--- src/rtl/logic_gate_pipe.sv ---
// Registered WIDTH-bit bitwise logic unit with eight operations, valid/ready on both
// sides, a 2-entry in-order result buffer, zero/ones flags and an accept counter.
module logic_gate_pipe #(
    parameter int WIDTH   = 8,
    parameter int COUNT_W = 16
) (
    input  logic               clk,
    input  logic               rst,
    input  logic               in_valid,
    output logic               in_ready,
    input  logic [2:0]         op,
    input  logic [WIDTH-1:0]   A,
    input  logic [WIDTH-1:0]   B,
    output logic               out_valid,
    input  logic               out_ready,
    output logic [WIDTH-1:0]   Y,
    output logic               Y_zero,
    output logic               Y_ones,
    output logic [COUNT_W-1:0] op_count
);

    // Handshake: a transfer happens on a rising edge where valid && ready are both 1;
    // in_ready depends only on registered occupancy, never on out_ready.
    typedef enum logic [1:0] {
        EMPTY = 2'd0,
        ONE   = 2'd1,
        FULL  = 2'd2
    } buf_state_t;

    typedef struct packed {
        logic             zero;
        logic             ones;
        logic [WIDTH-1:0] y;
    } entry_t;

    buf_state_t         state;
    buf_state_t         state_nxt;
    entry_t             head;
    entry_t             tail;
    entry_t             res;
    logic               accept;
    logic               pop;
    logic               load_head;
    logic               load_tail;
    logic               shift;
    logic [COUNT_W-1:0] count_q;

    always_comb begin
        res.y = '0;
        case (op)
            3'd0:    res.y = A & B;
            3'd1:    res.y = A | B;
            3'd2:    res.y = A ^ B;
            3'd3:    res.y = ~(A & B);
            3'd4:    res.y = ~(A | B);
            3'd5:    res.y = ~(A ^ B);
            3'd6:    res.y = A & ~B;
            default: res.y = A;
        endcase
        res.zero = (res.y == '0);
        res.ones = (res.y == '1);
    end

    assign in_ready  = (state != FULL);
    assign out_valid = (state != EMPTY);
    assign accept    = in_valid && in_ready;
    assign pop       = out_valid && out_ready;

    always_ff @(posedge clk or posedge rst) begin
        if (rst) begin
            state <= EMPTY;
        end else begin
            state <= state_nxt;
        end
    end

    always_comb begin
        state_nxt = state;
        load_head = 1'b0;
        load_tail = 1'b0;
        shift     = 1'b0;
        case (state)
            EMPTY: begin
                if (accept) begin
                    state_nxt = ONE;
                    load_head = 1'b1;
                end
            end
            ONE: begin
                case ({accept, pop})
                    2'b10: begin
                        state_nxt = FULL;
                        load_tail = 1'b1;
                    end
                    2'b01:   state_nxt = EMPTY;
                    // Concurrent accept and pop: the new result replaces the head, no bubble.
                    2'b11:   load_head = 1'b1;
                    default: state_nxt = ONE;
                endcase
            end
            FULL: begin
                if (pop) begin
                    state_nxt = ONE;
                    shift     = 1'b1;
                end
            end
            default: state_nxt = EMPTY;
        endcase
    end

    always_ff @(posedge clk or posedge rst) begin
        if (rst) begin
            head    <= '0;
            tail    <= '0;
            count_q <= '0;
        end else begin
            if (load_head) begin
                head <= res;
            end else if (shift) begin
                head <= tail;
            end
            if (load_tail) begin
                tail <= res;
            end
            if (accept) begin
                count_q <= count_q + 1'b1;
            end
        end
    end

    // The head register keeps stale data after the last pop, so outputs are gated.
    assign Y        = out_valid ? head.y : '0;
    assign Y_zero   = out_valid ? head.zero : 1'b0;
    assign Y_ones   = out_valid ? head.ones : 1'b0;
    assign op_count = count_q;

endmodule

--- config.mk ---
export PLATFORM = sky130hd
export DESIGN_NAME = logic_gate_pipe
export DESIGN_NICKNAME = d
export VERILOG_FILES = /design/src/rtl/logic_gate_pipe.sv
export SDC_FILE = /design/constraint.sdc
export NUM_CORES = 1
export LEC_CHECK = 0
export CAP_MARGIN = 20
export CORE_MARGIN = 1
export CORE_UTILIZATION = 45
export CTS_CLUSTER_SIZE = 14
export DETAILED_ROUTE_END_ITERATION = 6
export GPL_TIMING_DRIVEN = 1
export MAX_ROUTING_LAYER = met4
export PLACE_DENSITY = 0.7
export SYNTH_ARGS = -nofsm -noshare
export SYNTH_HDL_FRONTEND = slang
export SYNTH_SLANG_ARGS = --single-unit
--- constraint.sdc ---
create_clock -name clk -period 3.32 [get_ports clk]
set_input_delay 0.332 -clock clk [delete_from_list [all_inputs] [get_ports clk]]
set_output_delay 0.332 -clock clk [all_outputs]
set_load 0.05 [all_outputs]
==> results of run 1 <==
## state kept, by name, summed over array words and instances (netlist names)
signal	cells
op_count	16
state	2
head	10
tail	10
## metrics by stage
step,setup slack [ns],instances,utilization (%),hold slack (ns),instance area (um^2)
6_report,0.6287,437,58.35,0.4780,3516
2_1_floorplan,0.6052,313,-,0.4423,2848
3_5_place_dp,0.5967,429,56.06,0.4671,3378
3_3_place_gp,0.6671,429,56.06,0.4642,3378
5_1_grt,0.3987,437,58.35,0.5089,3516
4_1_cts,0.6224,437,58.35,0.4787,3516
## power groups by stage
stage | logic [mW] | clock network [mW] | registers (mW)
floorplan | 0.736 | 0 | 0.840
global placement | 1.19 | 0 | 0.735
detailed placement | 1.21 | 0 | 0.739
CTS | 1.22 | 0.485 | 0.730
global route | 1.31 | 0.501 | 0.752
finish | 1.21 | 0.472 | 0.732
## final cells by class
| class | instances | area share [%] |
|---|---|---|
| Timing Repair Buffer | 56 | 15.52 |
| Inverter | 25 | 2.669 |
| Clock buffer | 5 | 1.957 |
| Multi-Input combinational cell | 235 | 48.18 |
| Tap cell | 75 | 2.669 |
| Clock inverter | 3 | 1.957 |
| Sequential cell | 38 | 27.05 |
## critical path: cells and delay by family (launching register included)
kind	cells	cell delay, ns
simple gates	4	1.74
buf+inv	1	0.12
flops	1	0.46
fa+ha+maj	1	0.16
compound gates	1	0.14
## worst max-delay path by stage
stage,end,slack (ns),depth (start not counted)
after floorplan,head[8],0.61,12
after global placement,tail[8],0.67,7
after CTS,tail[8],0.62,7
final,tail[8],0.63,7
after detailed placement,tail[8],0.60,6
after global routing,tail[8],0.40,7
## per-layer routing
metal	global-route usage (%)	share of wire, %
met5	-	0
met4	7.857	1.4
met1	25.46	48
met3	2.778	2.7
met2	33.17	48
## cell usage in the layout, fill, tap and decap left out, types with 2 or more instances in the layout
master,synthesis,layout
clkdlybuf4s50_1,0,50
or4_1,2,2
nand2b_1,3,3
o21ai_1,5,5
mux2i_1,13,13
nor2b_1,16,16
clkbuf_8,0,5
nor2_1,17,17
dfrtp_1,38,38
a311o_1,2,2
a221o_1,2,2
o21a_1,2,2
xnor2_1,11,11
nor3_1,5,5
xor2_1,4,4
a21oi_1,13,13
bufinv_16,0,2
or2_2,2,2
ha_1,28,28
mux2_1,2,2
and3_1,6,6
nand2_1,32,32
a211oi_1,4,4
nand3_1,12,12
mux2_2,4,4
or3_1,2,2
buf_4,4,6
inv_1,24,24
a22oi_1,3,3
o21ai_0,19,19
nand4_1,5,5
## cell families (layout without fill, tap and decap cells)
kind of cell               after synthesis  in the layout  synth area share, %
muxes                                   20             20                7.732
DFF                                     38             38                33.39
adders and majority gates               28             28                12.30
and+or+nand+nor                        111            111                20.26
xor gates and xnor gates                15             15                4.613
AOI/OAI and AO/OA                       61             61                14.59
buffers and inverters                   40             89                7.118
==> reports/qor.yml, run 1 <==
outcome:
  outcome: "complete, no violations"
critical_path:
  required_ns: 3.54
  cp_slowest_cell: "nor2_1"
  reg2reg_from: "state[0]"
  reg2reg_slack_ns: 0.63
  cp-end-kind: "flop"
  path_cells: "nor2_1 -> nor2b_1 -> inv_1 -> ha_1 -> nand3b_1 -> or4_1 -> o21ai_1"
  crit_type: "flop to flop"
  crit_start: "state[0]"
  cp_slowest_stage_delay_ns: 0.66
  worstPathArrival_ns: 2.91
  r2r_end: "tail[8]"
  cp_max_fo: 12
  rr_worst_depth: 7
  startpoint_type: "flop"
clock_network:
  cts_root_buf: "clkbuf_8"
  cts.sinks: 38
  cts_setup_buffers: 0
  htree_num_levels: 2
  insertion_delay_ns: 0.29
  ctsResizeCount: 0
  cts_tree: "built"
  clockBufferDepth: 2
  cts_buffers: 5
  hold_buffers: 0
  cts.clk_slew.worst_paths_ns: 0.08
logic_synthesis:
  ys_warn_count: 0
  syn-num-nets: 364
  seq_area_frac_synth_pct: 33.39
  synth_area_leaders: "dfrtp_1 33%, ha_1 12%, mux2i_1 4.6%"
  async_flop_share_pct: 100.0
  synth.most_common_cell: "dfrtp_1"
  synth_cells: 313
  netlist_top_cells_count: "38 x dfrtp_1, 32 x nand2_1, 28 x ha_1"
  yosysTopAreaCellShare_pct: 33.39
  syn_area_mm2: 0.002848
  yosys.cell_types.count: 52
  synth_top_flop_cell: "dfrtp_1"
  ys_seq_elements: 38
  yosys.area.top_type: "dfrtp_1"
  synth.avg_cell_area_um2: 9.098
  synth_edf_count: 0
power:
  pwr-share-comb_pct: 50.1
  sw_frac_of_total_pct: 44.05
  irDropWorstVdd_mv: 0.6292
  p_sw_mw: 1.063
  cellPowerDensity_mw_per_mm2: 686.6
  intPower_mw: 1.351
  p_seq_share_pct: 30.3
  clkPwrFrac_pct: 19.6
  total_power_mw: 2.414
  power.leakage_nw: 1.599
floorplanning:
  core-area_mm2: 0.006026
  fp.dieArea_mm2: 0.006650
  die_w_um: 81.55
  start_util_pct: 47.26
  rows: 28
  die_h_um: 81.55
  io_pins: 51
sta:
  finClkSkew_ns: 0.002687
  fmax_mhz: 371.6
  slew_headroom_pct: 46.44
  drv_slew: 0
  tightestPinTransition_ns: 0.8004
  tns_ns: 0
  period_needed_ns: 2.691
  period_share_pct: 81.06
  rsz0062_at_grt: "no"
  finalSetupViolations: 0
  hold_viol_final: 0
finish:
  regArea_um2: 950.9
  fillers: 560
  area_growth_pct: 23.46
  nets: 412
  diodes: 0
  multi_input_area_mm2: 0.001694
  drive_above_1_share_pct: 8.011
route:
  wl_per_cell_um: 13.52
  wl_um: 5909
  drt-pass1-iter-count: 5
  viasPerCell: 5.339
  drc_errors: 0
  ant_nets: 0
  vias: 2333
  drtIter0Drc: 86
worst_hold_path:
  hp-class: "input pin to asynchronous set/reset pin"
global_route:
  antenna_found_initial: 0
  grt_max_degree: 24
  grt_pass1_wl_um: 10150
  grt_pass1_vias: 2194
  gr-usage-all-layers_pct: 20.35
  grt-ovfl-total: 0
placed_design:
  port_buffers: 50
  place_congestion: 0.8389
  dpl.hpwl_um: 4579
job:
  cap_violations: 0
(Power assumes the default switching activity.)
==> run 2, diff against run 1 <==
==> constraint.sdc (replaced) <==
create_clock -name clk -period 2.7 [get_ports clk]
set_input_delay 0.27 -clock clk [delete_from_list [all_inputs] [get_ports clk]]
set_output_delay 0.27 -clock clk [all_outputs]
set_load 0.05 [all_outputs]
==> run 2 against run 1 <==
Routed wire length up 0.51%; power is 21% higher; clock power hardly changed; final area is 3.0% higher; sequential power is 20% higher; combinational power rose by 31%; largest power group unchanged.
==> reports/qor.yml, run 2 (synthesis results as in run 1) <==
outcome:
  outcome: "complete, no violations"
floorplanning:
  die_w_um: 81.55
  die_h_um: 81.55
  io_pins: 51
  core-area_mm2: 0.006026
  rows: 28
  fp.dieArea_mm2: 0.006650
  start_util_pct: 47.26
global_route:
  gr-usage-all-layers_pct: 19.77
  antenna_found_initial: 0
  grt.met2_usage_pct: 34.67
  grt_pass1_vias: 2294
  grt-ovfl-total: 0
  use_met1_pct: 23.28
  top_usage_layer: "met2"
  grt_pass1_wl_um: 9970
  met3_usage_pct: 3.333
  grt_max_degree: 39
sta:
  rsz0062_at_grt: "no"
  finalSetupViolations: 0
  tns_ns: 0
  fin_ws_ns: 0.3613
  drv_slew: 0
  finClkSkew_ns: 0.005485
  hold_viol_final: 0
  period_needed_ns: 2.339
  slew_headroom_pct: 58.13
  tightestPinTransition_ns: 0.6273
  hold_slack_ns: 0.3883
  period_share_pct: 86.62
  fmax_mhz: 427.6
route:
  drtIter0Drc: 58
  wl_per_cell_um: 13.08
  viasPerCell: 5.178
  ant_nets: 0
  vias: 2351
  drc_errors: 0
  drt-pass1-iter-count: 5
  wl_um: 5939
clock_network:
  hold_buffers: 0
  clockBufferDepth: 2
  cts_tree: "built"
  cts_root_buf: "clkbuf_8"
  insertion_delay_ns: 0.29
  cts_buffers: 5
  cts.clk_slew.worst_paths_ns: 0.07
  cts_setup_buffers: 0
  htree_num_levels: 2
  cts.sinks: 38
finish:
  fillers: 541
  stdcell_area_mm2: 0.003621
  nets: 429
  final_common_cell: "clkdlybuf4s50_1"
  largest_reg_flops: 16
  area_growth_pct: 27.15
  diodes: 0
  utilization_pct: 60.09
  drive_above_1_share_pct: 12.66
  final_cell_mix: "50 x clkdlybuf4s50_1, 38 x dfrtp_1, 32 x nand2_1"
  final_cell_count_no_fill: 454
power:
  cellPowerDensity_mw_per_mm2: 808.0
  sw_frac_of_total_pct: 44.51
  p_seq_share_pct: 29.9
  p_sw_mw: 1.302
  irDropWorstVdd_mv: 0.7229
  intPower_mw: 1.624
  pwr-share-comb_pct: 53.9
  power.leakage_nw: 1.670
  total_power_mw: 2.926
  clkPwrFrac_pct: 16.2
critical_path:
  required_ns: 2.92
  startpoint_type: "input pin"
  cp_max_fo: 4
  cp-end-kind: "flop"
  worstPathArrival_ns: 2.56
  rr_worst_depth: 10
  crit_type: "input pin to flop"
  reg2reg_slack_ns: 0.41
placed_design:
  place_congestion: 0.8574
  dpl_worst_slack_ns: -0.05720
  placed_cell_area_mm2: 0.003510
  dp_cells: 446
  dpl.hpwl_um: 4613
  port_buffers: 50
job:
  cap_violations: 0
worst_hold_path:
  hp-class: "input pin to asynchronous set/reset pin"
run 2: final timing paths:
kind                                from      endpoint
worst max-delay path                A[4]       tail[8]
worst min-delay path                 rst  op_count[13]
worst max register to register  state[1]       head[8]
worst min register to register   tail[4]       tail[4]
max in group asynchronous            rst       tail[2]
min in group clk                 tail[4]       tail[4]
run 2: area by class of cell:
cell class | count | area [um^2] | share of cell area, %
multi-input cells | 235 | 1697 | 46.86
flip-flops and latches | 38 | 950.9 | 26.26
repair buffers | 73 | 673.1 | 18.59
inverters | 25 | 97.59 | 2.695
well taps | 75 | 93.84 | 2.592
clock buffers | 5 | 68.82 | 1.900
clock inverters | 3 | 40.04 | 1.106
run 2: routing by layer:
layer  vias up  part of all wire [%]
met5         -                     0
met1      1087                    46
met4         0                   1.3
li1       1215                     -
met3         7                   2.7
met2        42                    49
run 2: timing repair:
action	in CTS	in global routing
resized for setup	0	1
setup endpoints to repair	0	1
hold endpoints to repair	0	0
run 2: critical path, cell delays in order:
cell and delay [ns]:
clkdlybuf4s50_1 0.52, inv_1 0.06, ha_1 0.32, and3_1 0.17, a2111oi_2 0.35, a211o_1 0.23
nand2_1 0.10, or4_1 0.41, o21ai_1 0.13
run 2: power by group through the flow:
stage / Sequential, mW / Clock [mW] / Combinational [mW]
after floorplan: 1.03 / 0 / 0.909
after global placement: 0.885 / 0 / 1.55
after detailed placement: 0.888 / 0 / 1.58
after CTS: 0.878 / 0.481 / 1.59
after global routing: 0.904 / 0.502 / 1.71
final: 0.875 / 0.474 / 1.58
